[config.mk]
export PLATFORM = sky130hd
export DESIGN_NAME = load_store_unit
export DESIGN_NICKNAME = d
export VERILOG_FILES = /design/src/rtl/mips_pkg.sv /design/src/rtl/lsu_align.sv /design/src/rtl/load_store_unit.sv
export SDC_FILE = /design/constraint.sdc
export NUM_CORES = 1
export LEC_CHECK = 0
export CAP_MARGIN = 20
export CORE_UTILIZATION = 30
export CTS_CLUSTER_DIAMETER = 60
export DETAILED_ROUTE_END_ITERATION = 10
export PLACE_DENSITY = 0.68
export SLEW_MARGIN = 20
export SYNTH_ARGS = -nofsm -noshare
export SYNTH_HDL_FRONTEND = slang
export SYNTH_HIERARCHICAL = 1
export SYNTH_SLANG_ARGS = --single-unit
[constraint.sdc]
create_clock -name clk -period 1.9 [get_ports clk]
set_input_delay 0.38 -clock clk [delete_from_list [all_inputs] [get_ports clk]]
set_output_delay 0.38 -clock clk [all_outputs]
set_load 0.05 [all_outputs]
[src/rtl/mips_pkg.sv]
// Shared definitions for the memory-access stage: datapath width, access-size
// encodings and the load/store FSM state type.
package mips_pkg;

  localparam int WORD_SIZE = 32;

  localparam logic [1:0] SZ_BYTE = 2'b00;
  localparam logic [1:0] SZ_HALF = 2'b01;
  localparam logic [1:0] SZ_WORD = 2'b10;
  localparam logic [1:0] SZ_ILL  = 2'b11;

  typedef enum logic [1:0] {
    IDLE = 2'b00,
    WAIT = 2'b01,
    RESP = 2'b10,
    ERR  = 2'b11
  } lsu_state_t;

endpackage

[src/rtl/lsu_align.sv]
// Combinational byte-lane logic: store steering / byte enables on the way out,
// lane extraction and sign/zero extension on the way back.
module lsu_align
  import mips_pkg::*;
(
  input  logic [1:0]           st_size,
  input  logic [1:0]           st_offset,
  input  logic [WORD_SIZE-1:0] store_data,
  output logic [3:0]           st_be,
  output logic [WORD_SIZE-1:0] st_wdata,
  input  logic [1:0]           ld_size,
  input  logic [1:0]           ld_offset,
  input  logic                 ld_sign_ext,
  input  logic [WORD_SIZE-1:0] rdata,
  output logic [WORD_SIZE-1:0] ld_data
);

  logic [7:0]  ld_byte;
  logic [15:0] ld_half;

  always_comb begin
    st_be    = 4'b1111;
    st_wdata = store_data;
    case (st_size)
      SZ_BYTE: begin
        st_be    = 4'b0001 << st_offset;
        st_wdata = {4{store_data[7:0]}};
      end
      SZ_HALF: begin
        st_be    = st_offset[1] ? 4'b1100 : 4'b0011;
        st_wdata = {2{store_data[15:0]}};
      end
      default: begin
        st_be    = 4'b1111;
        st_wdata = store_data;
      end
    endcase
  end

  always_comb begin
    ld_byte = 8'h00;
    case (ld_offset)
      2'd0:    ld_byte = rdata[7:0];
      2'd1:    ld_byte = rdata[15:8];
      2'd2:    ld_byte = rdata[23:16];
      default: ld_byte = rdata[31:24];
    endcase
    ld_half = ld_offset[1] ? rdata[31:16] : rdata[15:0];

    ld_data = rdata;
    case (ld_size)
      SZ_BYTE: ld_data = {{(WORD_SIZE-8){ld_sign_ext & ld_byte[7]}}, ld_byte};
      SZ_HALF: ld_data = {{(WORD_SIZE-16){ld_sign_ext & ld_half[15]}}, ld_half};
      default: ld_data = rdata;
    endcase
  end

endmodule

[src/rtl/load_store_unit.sv]
// Memory-access stage: runs one load/store against a word-wide valid/ready
// memory port, stalling the core via busy until the access completes.
//
//   state | meaning
//   IDLE  | waiting for a memory op; accepts it combinationally (busy=1)
//   WAIT  | request presented on m_*, held until m_ready
//   RESP  | done pulse, load_data valid
//   ERR   | fault pulse for an illegal access, no memory traffic
module load_store_unit
  import mips_pkg::*;
(
  input  logic                 clk,
  input  logic                 reset,
  input  logic                 req_valid,
  input  logic                 mem_read,
  input  logic                 mem_write,
  input  logic [1:0]           size,
  input  logic                 sign_ext,
  input  logic [WORD_SIZE-1:0] addr,
  input  logic [WORD_SIZE-1:0] store_data,
  output logic                 busy,
  output logic                 done,
  output logic                 fault,
  output logic [WORD_SIZE-1:0] load_data,
  output logic                 m_valid,
  output logic                 m_we,
  output logic [WORD_SIZE-1:0] m_addr,
  output logic [WORD_SIZE-1:0] m_wdata,
  output logic [3:0]           m_be,
  input  logic                 m_ready,
  input  logic [WORD_SIZE-1:0] m_rdata
);

  lsu_state_t           state;
  logic                 op_read;
  logic [1:0]           size_q;
  logic [1:0]           offset_q;
  logic                 sign_ext_q;
  logic                 accept;
  logic                 illegal;
  logic [3:0]           st_be;
  logic [WORD_SIZE-1:0] st_wdata;
  logic [WORD_SIZE-1:0] ld_data;

  assign accept  = (state == IDLE) && req_valid && (mem_read || mem_write);
  assign illegal = (mem_read && mem_write)
                || (size == SZ_ILL)
                || ((size == SZ_HALF) && addr[0])
                || ((size == SZ_WORD) && (addr[1:0] != 2'b00));

  // Combinational so the core stalls in the same cycle the op is issued.
  assign busy = !reset && (accept || (state == WAIT));

  lsu_align u_align (
    .st_size     (size),
    .st_offset   (addr[1:0]),
    .store_data  (store_data),
    .st_be       (st_be),
    .st_wdata    (st_wdata),
    .ld_size     (size_q),
    .ld_offset   (offset_q),
    .ld_sign_ext (sign_ext_q),
    .rdata       (m_rdata),
    .ld_data     (ld_data)
  );

  always_ff @(posedge clk) begin
    if (reset) begin
      state      <= IDLE;
      op_read    <= 1'b0;
      size_q     <= SZ_BYTE;
      offset_q   <= 2'b00;
      sign_ext_q <= 1'b0;
      done       <= 1'b0;
      fault      <= 1'b0;
      load_data  <= '0;
      m_valid    <= 1'b0;
      m_we       <= 1'b0;
      m_addr     <= '0;
      m_wdata    <= '0;
      m_be       <= 4'b0000;
    end else begin
      done  <= 1'b0;
      fault <= 1'b0;
      case (state)
        IDLE: begin
          if (accept) begin
            if (illegal) begin
              state <= ERR;
              fault <= 1'b1;
            end else begin
              state      <= WAIT;
              op_read    <= mem_read;
              size_q     <= size;
              offset_q   <= addr[1:0];
              sign_ext_q <= sign_ext;
              m_valid    <= 1'b1;
              m_we       <= mem_write;
              m_addr     <= {addr[WORD_SIZE-1:2], 2'b00};
              m_be       <= mem_write ? st_be : 4'b1111;
              m_wdata    <= st_wdata;
            end
          end
        end
        WAIT: begin
          if (m_ready) begin
            state     <= RESP;
            done      <= 1'b1;
            m_valid   <= 1'b0;
            m_we      <= 1'b0;
            load_data <= op_read ? ld_data : '0;
          end
        end
        RESP:    state <= IDLE;
        ERR:     state <= IDLE;
        default: state <= IDLE;
      endcase
    end
  end

endmodule
* Yosys cells after proc, flatten, opt, wreduce, memory -nomap -nowiden
Index checks and enable logic that the tools add are counted.
Word-level totals: flip-flop bits (word level) 110, bits in latches 0, bits in writable memories 0, memory bits (read-only) 0, output and inout bits 105, word-level logic and storage cells 78, memories kept 0
Operators by class: $add $sub $neg 0, $mul 0, div/mod/pow operators 0, magnitude comparators 0, equality and inequality tests 12, shifts and indexed selects 1, muxes and demuxes 21, bitwise operators 6, reductions and logical operators 25
Operators with widths (number):
- 32-bit one-hot mux with 2 select lines | 2
- 32-bit two-way mux | 1
- 8-bit one-hot mux with 3 select lines | 1
- 16-bit two-way mux | 1
- 2-bit == test, second input constant | 5
- 2-bit by 1-bit == test with 1-bit output, second input constant | 4
- 2-bit zero test | 4
- 4-bit two-way mux | 2
- 4-bit one-hot mux with 2 select lines | 1
- 1-bit two-way mux | 7
- 1-bit logical AND | 6
- 2-bit two-way mux | 3
- 2-bit != test, second input constant | 3
- 2-bit one-hot mux with 3 select lines | 1
- 1-bit logical OR | 5
- 1-bit NOT | 4
- 1-bit one-hot mux with 2 select lines | 2
- 2-bit AND reduction | 2
- 4-bit AND reduction | 1
- 2-bit nonzero test | 2
- 2-bit OR reduction | 2
- 1-bit by 2-bit left shift with 4-bit output, first input constant | 1
- 3-bit AND reduction | 1
- 3-bit OR reduction | 1
- other kinds (2) | 3

* Depth between registers and ports, before layout
depth after elaboration 7, depth in mapped cells 7, gate-level depth less buffers 4

* Hierarchy
Netlist, hierarchy kept.
By module, submodules not included:
- load_store_unit | instances 1, cells each 424, area each 4251.6 µm²
- lsu_align | instances 1, cells each 183, area each 1273.7 µm²

* Least setup slack after synthesis
Ideal clock, no wire load.
kind input -> register, start input addr[1], end register m_wdata[10], setup time 0.072 ns, arrival 1.725 ns, required time 1.828 ns, slack 0.103 ns, stages 5, buffers on the path 2, cell sequence or3_4 > a2111oi_4 > buf_4 > buf_6 > mux2i_1
Between the ends: cells in the longest elaborated chain, start to end 5
Ends and longest elaborated chain:
- start, declared | RTL line load_store_unit.sv:19 | input logic [WORD_SIZE-1:0] addr,
- 2-bit nonzero test | RTL line load_store_unit.sv:49 | || ((size == SZ_WORD) && (addr[1:0] != 2'b00));
- 1-bit logical AND | RTL line load_store_unit.sv:49
- 1-bit logical OR | RTL line load_store_unit.sv:49
- 1-bit NOT (no source line)
- 3-bit AND reduction (no source line)
- end signal, assigned | RTL line load_store_unit.sv:101 | m_wdata <= st_wdata;
- end, declared | RTL line load_store_unit.sv:28 | output logic [WORD_SIZE-1:0] m_wdata,
Every way passes these cells. A chain may end at the register's enable or synchronous reset.

* Worst setup path after layout
start register fault, end output fault
RTL lines:
- start, declared | RTL line load_store_unit.sv:23 | output logic fault,
- start signal, assigned | RTL line load_store_unit.sv:75 | fault <= 1'b0;
- start signal, assigned | RTL line load_store_unit.sv:84 | fault <= 1'b0;
- start signal, assigned | RTL line load_store_unit.sv:90 | fault <= 1'b1;
No word-level cell between the ends.

==> flow_summary.yaml <==
outcome:
  outcome: "complete, no violations"
layout:
  nFillCells: 1748
  regArea_um2: 2200
  area_growth_pct: 51.2
  instances_no_fill: 1053
  postLayoutCoreUtil: 0.464
  nets: 924
  drive_gt1_frac: 0.170
  antenna_cells: 0
  multi_input_area_um2: 3000
clock_network:
  cts_made_buffers: 9
  clk_latency_ps: 360
  root_buffer: "clkbuf_16"
  cts.sinks: 110
  cts_tree: "done"
  clkTransAtPathRegs_ps: 80
  h-tree-depth: 3
  cts_max_path_buffers: 2
floorplan:
  core_area_um2: 18000
  fp.dieW_um: 138
  start_util: 0.307
  dieArea_um2: 19000
  rows: 49
  fp.dieH_um: 138
  io_pins: 210
timing:
  fin_crit_ps: 1840
  hold_violations: 0
  slew_viol_final: 0
  hold_slack_ps: 457
  skew_ps: 10.8
  finalSetupViolCount: 0
  tns_ps: 0
  worst_pin_slew_ps: 1060
  rsz0062_at_grt: "false"
  relSlewSlack: 0.292
  fmax_mhz: 544
  fin_crit_sh: 0.968
logic_synthesis:
  synth_ff_type: "dfxtp_1"
  yosys-top-cells-area: "dfxtp_1 40%, mux2i_1 16%, nand2_1 8.3%, a22o_1 5.1%, mux2_2 4.5%"
  synth_edf_count: 0
  synth_seq_area_share: 0.399
  synth_top_area_frac: 0.399
  synth_cells: 607
  yosys_warnings: 6
  ys_seq_elements: 110
  yosysTopAreaCell: "dfxtp_1"
  synth_area_um2: 5530
  async_flop_share: 0
  synth_cell_type_count: 43
  syn_area_per_cell_um2: 9.10
drt:
  routed_wl_um: 16100
  drt_iter0_drc: 236
  wire_per_inst_um: 15.3
  drt-vias-per-instance: 4.73
  vias: 4977
  drtPass1Iterations: 6
  ant_nets: 0
  drc: 0
job:
  max_cap_viol_count: 0
critical_path:
  crit_buf_inv: 1
  path_cells: "clkdlybuf4s50_1"
  crit_path_end_kind: "output port"
  crit_type: "flop to output port"
  critPathSlowestCell: "clkdlybuf4s50_1"
  slowest_delay_ps: 790
  arrival_ps: 1460
  path_max_fanout: 1
  crit_family: "buffers and inverters"
  cp-start-kind: "flop"
  critPathRequiredTime_ps: 1520
power:
  p_int_uw: 4130
  cellLeakagePower_uw: 0.00376
  swShare: 0.284
  p_clk_frac: 0.371
  power_switching_uw: 1640
  ir_drop_v: 0.000469
  p_per_area_nw_per_um2: 690
  p_comb_frac: 0.210
  seq_power_share: 0.419
global_routing:
  grt_pass1_wl_um: 24900
  grt_usage: 0.171
  antenna_found_initial: 1
  gr-total-overflow: 0
  grt_pass1_vias: 4796
  grt_max_degree: 49
placed_design:
  place.detailed.hpwl_um: 11900
  placed_cells: 1035
  io_buffers: 207
  routabilityCongestion: 0.802
hold_path:
  hold_path_class: "flop to flop"
==> logic make-up (layout without fill, tap and decap cells) <==
family                 count (synthesis)  in the layout  share of synthesized area
AO/OA/AOI/OAI                        121            121                      0.160
flip-flops                           110            110                      0.399
other                                  1              2                   0.000679
buffers and inverters                 67            283                     0.0620
multiplexers                         115            115                      0.215
XOR/XNOR                               1              1                    0.00159
AND/OR/NAND/NOR                      192            192                      0.162
==> power groups by stage <==
stage	Combinational (µW)	Sequential (µW)	Clock [µW]
global route	1300	2430	2300
CTS	1220	2420	2220
global placement	1220	2470	0
detailed placement	1220	2470	0
floorplan	488	2670	0
finish	1210	2420	2140
==> cells in the mapped netlist, types with 2 or more instances <==
cell type	number
buf_6	4
mux2_4	2
o22a_1	7
inv_1	7
nand2_1	122
o21bai_1	2
a21o_1	3
buf_2	12
dfxtp_1	110
buf_4	12
a22o_1	32
nand2b_1	32
clkbuf_1	30
nor3_1	2
o221ai_1	8
o21ai_0	11
mux2_2	22
a21oi_1	41
nor2_1	4
mux2i_1	91
nor2b_1	24
o21a_1	8
==> worst paths after layout <==
path,from,end,slack [ps],cells past startpoint
max,fault$_SDFF_PP0_,fault,60,1
min,m_wdata[18]$_SDFFE_PP0P_,m_wdata[18]$_SDFFE_PP0P_,460,2
max reg2reg,sign_ext_q$_SDFFE_PP0P_,load_data[30]$_SDFFE_PP0P_,170,4
min reg2reg,m_wdata[18]$_SDFFE_PP0P_,m_wdata[18]$_SDFFE_PP0P_,460,2
==> cell usage in the layout, fill, tap and decap left out, types with 2 or more instances in the layout <==
master,n
nand2_1,122
dfxtp_1,110
clkdlybuf4s50_1,100
mux2i_1,91
buf_4,80
dlygate4sd2_1,46
a21oi_1,40
nand2b_1,32
a22o_1,32
nor2b_1,24
mux2_2,22
dlymetal6s2s_1,22
o21ai_0,11
clkbuf_16,9
o21a_1,8
buf_12,8
o221ai_1,8
o22a_1,7
inv_1,6
nor2_1,4
a21o_1,3
buf_6,3
nor3_1,2
conb_1,2
bufinv_16,2
inv_6,2
mux2_4,2
o21bai_1,2
==> state kept, by name, indices dropped and copies added (netlist names) <==
| register | count |
|---|---|
| done | 1 |
| fault | 1 |
| load_data | 32 |
| m_addr | 30 |
| m_be | 4 |
| m_valid | 1 |
| m_wdata | 32 |
| m_we | 1 |
| offset_q | 2 |
| op_read | 1 |
| sign_ext_q | 1 |
| size_q | 2 |
| state | 2 |
==> layout make-up <==
class                      instances  share of cell area
clock buffer                       9              0.0270
clock inverter                     7              0.0136
inverter                           7             0.00329
multi-input combinational        431               0.358
sequential                       110               0.264
tap                              229              0.0343
timing repair buffer             260               0.300
==> metrics by stage <==
step           setup WS (ps)  total power [µW]  instance area (µm²)
6_report                61.3              5770                 8360
5_1_grt                 10.8              6030                 8360
4_1_cts                0.321              5850                 8290
3_5_place_dp            -444              3690                 7960
3_3_place_gp            -404              3690                 7960
2_1_floorplan            103              3160                 5530
==> metal layers <==
layer	wire length, µm	global-route usage	vias up	share of wire
met5	0	0	-	0
met4	214	0.0525	0	0.013
met3	1570	0.0640	15	0.098
met2	7280	0.276	183	0.45
met1	7020	0.208	2264	0.44
li1	-	-	2515	-
==> timing repair <==
item,CTS,global route
gates cloned,1,0
hold buffers,0,0
pin swaps,2,2
buffers inserted,1,0
gates resized for setup,49,23
setup endpoints to repair,86,26
Note: power is estimated with default switching activity, not from simulation.
